## src/rtl/ct_clk_pkg.sv

```systemverilog
// ---------------------------------------------------------------------------
// ct_clk_pkg
// Shared definitions for the core clock-gate sequencer:
//   - wake/activity source bit positions and source count
//   - one-hot FSM state encoding and the bit index of each state
// ---------------------------------------------------------------------------
package ct_clk_pkg;

  localparam int CT_CLK_SRC_NUM = 7;

  // Wake/activity source bit positions within the source vector.
  localparam int SRC_NORMAL     = 0;
  localparam int SRC_INT_WAKEUP = 1;
  localparam int SRC_DBG_WAKEUP = 2;
  localparam int SRC_SNOOP      = 3;
  localparam int SRC_HAD_CLK_EN = 4;
  localparam int SRC_PMP_SEL    = 5;
  localparam int SRC_ICG_EN     = 6;

  // One-hot state bit positions; outputs decode single bits of the state
  // register so they stay glitch-free.
  localparam int ST_RUN_IDX   = 0;
  localparam int ST_DRAIN_IDX = 1;
  localparam int ST_GATED_IDX = 2;
  localparam int ST_WAKE_IDX  = 3;

  typedef enum logic [3:0] {
    ST_RUN   = 4'b0001,
    ST_DRAIN = 4'b0010,
    ST_GATED = 4'b0100,
    ST_WAKE  = 4'b1000
  } ct_clk_state_e;

endpackage

```

## src/rtl/ct_clk_icg_ctrl.sv

```systemverilog
// ---------------------------------------------------------------------------
// ct_clk_icg_ctrl
// Sequencer for the core's global clock gate. ORs the wake/activity sources,
// applies a programmable idle hysteresis before gating and a fixed wake-up
// delay before releasing the CP0 gate-ack.
//
// Ports:
//   forever_coreclk     in  ungated core clock (only clock)
//   cpurst_b            in  asynchronous active-low reset
//   biu_xx_normal_work  in  source 0        biu_xx_int_wakeup  in  source 1
//   biu_xx_dbg_wakeup   in  source 2        biu_xx_snoop_vld   in  source 3
//   had_xx_clk_en       in  source 4        biu_xx_pmp_sel     in  source 5
//   cp0_xx_core_icg_en  in  source 6
//   cp0_clk_gate_req    in  level request from CP0 to gate the core clock
//   cp0_clk_idle_cnt    in  idle hysteresis in cycles, sampled on DRAIN entry
//   clk_xx_core_clk_en  out enable to the core ICG (state-bit decode)
//   clk_cp0_gate_ack    out high while gated or waking (state-bit decode)
//   clk_cp0_wake_cause  out sources that ended the last gated period
// ---------------------------------------------------------------------------
module ct_clk_icg_ctrl
  import ct_clk_pkg::*;
#(
  parameter int IDLE_W   = 8,
  parameter int WAKE_DLY = 4
) (
  input  logic                      forever_coreclk,
  input  logic                      cpurst_b,
  input  logic                      biu_xx_normal_work,
  input  logic                      biu_xx_int_wakeup,
  input  logic                      biu_xx_dbg_wakeup,
  input  logic                      biu_xx_snoop_vld,
  input  logic                      had_xx_clk_en,
  input  logic                      biu_xx_pmp_sel,
  input  logic                      cp0_xx_core_icg_en,
  input  logic                      cp0_clk_gate_req,
  input  logic [IDLE_W-1:0]         cp0_clk_idle_cnt,
  output logic                      clk_xx_core_clk_en,
  output logic                      clk_cp0_gate_ack,
  output logic [CT_CLK_SRC_NUM-1:0] clk_cp0_wake_cause
);

  // WAKE counts down from WAKE_DLY-1 so RUN is reached WAKE_DLY edges after
  // the wake-up edge.
  localparam logic [IDLE_W-1:0] WAKE_CNT_INIT = IDLE_W'(WAKE_DLY - 1);

  logic [CT_CLK_SRC_NUM-1:0] w_src;
  logic                      w_wake;
  ct_clk_state_e             r_state;
  ct_clk_state_e             w_state_nxt;
  logic [IDLE_W-1:0]         r_cnt;
  logic [IDLE_W-1:0]         w_cnt_nxt;
  logic [CT_CLK_SRC_NUM-1:0] r_cause;
  logic [CT_CLK_SRC_NUM-1:0] w_cause_nxt;

  always_comb begin
    w_src                 = '0;
    w_src[SRC_NORMAL]     = biu_xx_normal_work;
    w_src[SRC_INT_WAKEUP] = biu_xx_int_wakeup;
    w_src[SRC_DBG_WAKEUP] = biu_xx_dbg_wakeup;
    w_src[SRC_SNOOP]      = biu_xx_snoop_vld;
    w_src[SRC_HAD_CLK_EN] = had_xx_clk_en;
    w_src[SRC_PMP_SEL]    = biu_xx_pmp_sel;
    w_src[SRC_ICG_EN]     = cp0_xx_core_icg_en;
  end

  assign w_wake = |w_src;

  // Next-state logic. The shared counter only moves in DRAIN and WAKE and
  // never decrements past zero.
  always_comb begin
    // NOTE: every signal gets a default before the case so no latch is inferred.
    w_state_nxt = r_state;
    w_cnt_nxt   = r_cnt;
    w_cause_nxt = r_cause;
    unique case (r_state)
      ST_RUN: begin
        // An active source in the same cycle as the request keeps us running.
        if (cp0_clk_gate_req && !w_wake) begin
          w_state_nxt = ST_DRAIN;
          w_cnt_nxt   = cp0_clk_idle_cnt;
        end
      end
      ST_DRAIN: begin
        if (w_wake || !cp0_clk_gate_req) begin
          w_state_nxt = ST_RUN;
        end else if (r_cnt == '0) begin
          w_state_nxt = ST_GATED;
        end else begin
          w_cnt_nxt = r_cnt - IDLE_W'(1);
        end
      end
      ST_GATED: begin
        // A withdrawn request with no source captures an all-zero cause.
        if (w_wake || !cp0_clk_gate_req) begin
          w_state_nxt = ST_WAKE;
          w_cnt_nxt   = WAKE_CNT_INIT;
          w_cause_nxt = w_src;
        end
      end
      ST_WAKE: begin
        if (r_cnt == '0) begin
          w_state_nxt = ST_RUN;
        end else begin
          w_cnt_nxt = r_cnt - IDLE_W'(1);
        end
      end
      default: begin
        // Illegal encoding: fall back to the safe clock-running state.
        w_state_nxt = ST_RUN;
        w_cnt_nxt   = '0;
      end
    endcase
  end

  always_ff @(posedge forever_coreclk or negedge cpurst_b) begin
    if (!cpurst_b) begin
      r_state <= ST_RUN;
      r_cnt   <= '0;
      r_cause <= '0;
    end else begin
      // NOTE: state registers use non-blocking assignments so every flop
      // samples the pre-edge values.
      r_state <= w_state_nxt;
      r_cnt   <= w_cnt_nxt;
      r_cause <= w_cause_nxt;
    end
  end

  // Outputs are single-bit decodes of the one-hot state register, so the ICG
  // enable cannot glitch and no input reaches an output combinationally.
  assign clk_xx_core_clk_en = ~r_state[ST_GATED_IDX];
  assign clk_cp0_gate_ack   = r_state[ST_GATED_IDX] | r_state[ST_WAKE_IDX];
  assign clk_cp0_wake_cause = r_cause;

endmodule

```

## config.mk

```make
export PLATFORM = sky130hd
export DESIGN_NAME = ct_clk_icg_ctrl
export DESIGN_NICKNAME = d
export VERILOG_FILES = /design/src/rtl/ct_clk_pkg.sv /design/src/rtl/ct_clk_icg_ctrl.sv
export SDC_FILE = /design/constraint.sdc
export NUM_CORES = 1
export LEC_CHECK = 0
export BUFFER_PORTS_ARGS = -buffer_cell sky130_fd_sc_hd__buf_2
export CAP_MARGIN = 10
export CORE_UTILIZATION = 43
export DETAILED_ROUTE_END_ITERATION = 16
export GPL_TIMING_DRIVEN = 0
export PLACE_DENSITY = 0.66
export SLEW_MARGIN = 10
export SYNTH_ARGS = -nofsm -noshare
export SYNTH_HDL_FRONTEND = slang
export SYNTH_SLANG_ARGS = --single-unit
export TNS_END_PERCENT = 50
```

## constraint.sdc

```tcl
create_clock -name forever_coreclk -period 2.45 [get_ports forever_coreclk]
set_clock_uncertainty 0.15 [all_clocks]
set_input_delay 0.3675 -clock forever_coreclk [delete_from_list [all_inputs] [get_ports forever_coreclk]]
set_output_delay 0.3675 -clock forever_coreclk [all_outputs]
set_load 0.02 [all_outputs]
```

==> metrics.md <==
| Metric | Value |
|---|---|
| Outcome | `complete, no violations` |
| Relative slew margins | `0.497` |
| HPWL after detailed placement | `a little under 2000 um` |
| CTS tree | `done` |
| Post-synthesis sequential area ratio | `0.396` |
| Pwr dens | `roughly 540 nW/um^2` |
| Final cycle utilization of the critical path | `0.916` |
| Htree depth | `1` |
| DRT antenna net count | `0` |
| Clock tree buffer depth | `2` |
| Worst min path class | `in -> reg` |
| Net Sw Frac | `0.333` |
| Vias per inst | `between 5 and 6` |
| Final worst path period need | `~2.2 ns` |
| CTS Sinks | `19` |
| IO Count | `27` |
| FF+latch count, synth | `19` |
| Finished Layout Cells | `175` |
| Maximum vdd ir drop | `around 0.00041 V` |
| Synth async-reset ratio | `1.00` |
| Cts bufs inserted | `3` |
| Yosys warnings | `0` |
| Nets | `166` |
| Area Growth Syn to Fin | `17.3%` |
| Largest net degree at the start of global routing | `20` |
| Sequential cell fraction of total power | `0.511` |
| Setup Viol. Count Final | `0` |
| Cts repair resizes | `0` |
| Max_cap viols | `0` |
| Share of cells above drive strength 1 | `0.324` |
| Crit start category | `register` |
| Crit. End Element | `register` |
| Synth Instances | `roughly 110` |
| Clock network fraction of design power | `0.228` |
| Die Wd | `54.9 um` |
| Initial antenna violation count | `0` |
| First-pass GRT wire length | `between 4000 and 5000 um` |
| Filler instances | `around 260` |
| Std cell rows | `18` |
| Port bufs | `26` |
| Overall routing resource usage | `0.212` |
| Routed length per instance | `around 15 um` |
| Clk_lat worst skew | `slightly above 0.3 ns` |
| Drt first pass iters | `3` |
| Slew Viols, Final | `0` |
| Net switching power | `roughly 0.25 mW` |
| Die height | `~55 um` |
| Clk slew on worst S/H paths | `0.11 ns` |
| Number of flops mapped to enable cells by yosys | `0` |
| Core area | `between 2000 and 3000 um^2` |
| Overflow left after global routing | `0` |
| Tightest Pin Transition | `around 0.75 ns` |
| Synth unique cells | `44` |
| Vias | `around 990` |
| Worst-path maximum fanout | `8` |
| Logic pwr share | `0.261` |
| Inserted Diodes | `0` |
| Kind of critical path | `reg -> reg` |
| PnR Total Power | `approximately 0.76 mW` |
| Req. time, crit path | `between 2 and 3 ns` |
| Post-synth top flop | `dfrtp_1` |
| Die ar. | `3010 um^2` |
| Initial core utilization | `0.469` |
| Inst Count DP | `170` |
| Drt total wl | `2610 um` |
| Post-CTS Setup Bufs | `0` |
| Fmax | `0.446 GHz` |
| Iteration-0 DRC Markers | `10` |
| Vias in the first global route | `~1000` |
| RSZ-0062 raised after global routing | `no` |
| Synth Net Count | `about 130` |
| DRC Markers | `0` |
| Netlist Area Pre-Place | `1200 um^2` |
| Fin. Hold Viols | `0` |
| Leakage | `around 0.67 nW` |
| Gpl congestion | `approximately 0.76` |
| CTS Root Cell | `clkbuf_4` |
| Setup_tns | `0 ns` |
| Arrival time worst endpoint | `around 2.3 ns` |
| Cell-internal power | `0.504 mW` |
| Mean Syn Cell Area | `10.6 um^2` |
-- final timing paths --
kind	from	end	slack (ns)	depth (start not counted)
setup reg to reg	r_state[0]	r_cnt[3]	0.21	4
max in group asynchronous	cpurst_b	r_state[0]	1.44	2
hold reg to reg	clk_cp0_wake_cause[3]	clk_cp0_wake_cause[3]	0.35	1
setup / recovery	r_state[0]	r_cnt[3]	0.21	4
hold / removal	cp0_xx_core_icg_en	clk_cp0_wake_cause[6]	0.15	2
min in group asynchronous	cpurst_b	r_cnt[4]	0.37	2
-- metrics by stage --
stage	hold slack (ns)	util	area [um^2]	setup WS, ns
after detailed placement	0.187	0.534	1370	0.194
after CTS	0.136	0.550	1410	0.182
after floorplan	-0.0781	-	1200	0.547
after global routing	0.139	0.550	1410	0.112
after global placement	0.180	0.534	1370	0.213
final	0.151	0.550	1410	0.206
-- repair_timing --
item,in CTS,in global routing
hold buffers,1,0
endpoints found under the setup margin,0,0
endpoints found under the hold margin,18,0
-- critical path, cell delays in order (launching register included) --
cell       delay (ns)
dfstp_2          0.54
nor4b_2          0.61
o2bb2ai_1        0.20
nand4_2          0.27
mux2_1           0.36
-- layer usage --
layer	track usage	share of wire	up-vias
met4	0.0750	0.015	0
met5	0	0	-
met2	0.363	0.46	26
met3	0.0628	0.058	5
li1	-	-	492
met1	0.250	0.47	462
-- power by group through the flow --
stage | combinational [mW] | sequential [mW] | clock, mW
5_1_grt | 0.226 | 0.392 | 0.193
3_3_place_gp | 0.191 | 0.387 | 0
6_report | 0.197 | 0.386 | 0.172
4_1_cts | 0.199 | 0.384 | 0.183
2_1_floorplan | 0.151 | 0.378 | 0
3_5_place_dp | 0.196 | 0.390 | 0
-- area by class of cell --
cell class | instances | area, um^2 | area share
clock inverters | 1 | 7.51 | 0.00532
plain buffers | 6 | 35.0 | 0.0248
well taps | 30 | 37.5 | 0.0266
clock buffers | 3 | 22.5 | 0.0160
repair buffers | 27 | 140 | 0.0993
inverters | 4 | 15.0 | 0.0106
flip-flops and latches | 19 | 477 | 0.338
multi-input cells | 85 | 677 | 0.480
-- cells in the mapped netlist, types with 2 or more instances --
cell type,number,share of area
nor3_1,3,0.012
nor4_1,2,0.010
nand4_1,4,0.021
o21ai_0,5,0.021
nor2b_1,2,0.010
dfrtp_1,18,0.37
nand3_1,2,0.0083
nand2b_1,2,0.010
nor4b_2,2,0.025
nor2_1,3,0.0094
nand3b_1,2,0.012
nor4_2,2,0.021
ha_1,2,0.021
nor4b_1,3,0.022
inv_1,4,0.012
nand2_1,9,0.028
or2_2,2,0.010
o211ai_1,3,0.019
buf_2,4,0.017
xnor2_1,3,0.022
mux2_1,14,0.13
-- cells by family (layout without fill, tap and decap cells) --
family                   Yosys count  in the layout  share of synthesized area
adder cells (fa/ha/maj)            2              2                     0.0208
flip-flops                        19             19                      0.396
AND/OR/NAND/NOR                   45             45                      0.252
AO/OA/AOI/OAI                     18             18                      0.112
XOR/XNOR                           4              4                     0.0291
multiplexers                      16             16                      0.149
buffers and inverters             10             41                     0.0416
-- sequential cells by signal (all words and copies together), names as in the netlist --
name,count
r_cnt,8
r_state,4
clk_cp0_wake_cause,7
-- cell usage in the layout, fill, tap and decap left out, drive strengths merged, types with 3 or more instances in the layout --
cell type	count
buf	31
nor4	4
nor4b	5
dfrtp	18
clkbuf	4
nand4	5
nor2	3
nor3	3
o21ai	5
xnor2	3
mux2	15
nand2	9
o211ai	3
inv	4
(Power assumes the default switching activity.)
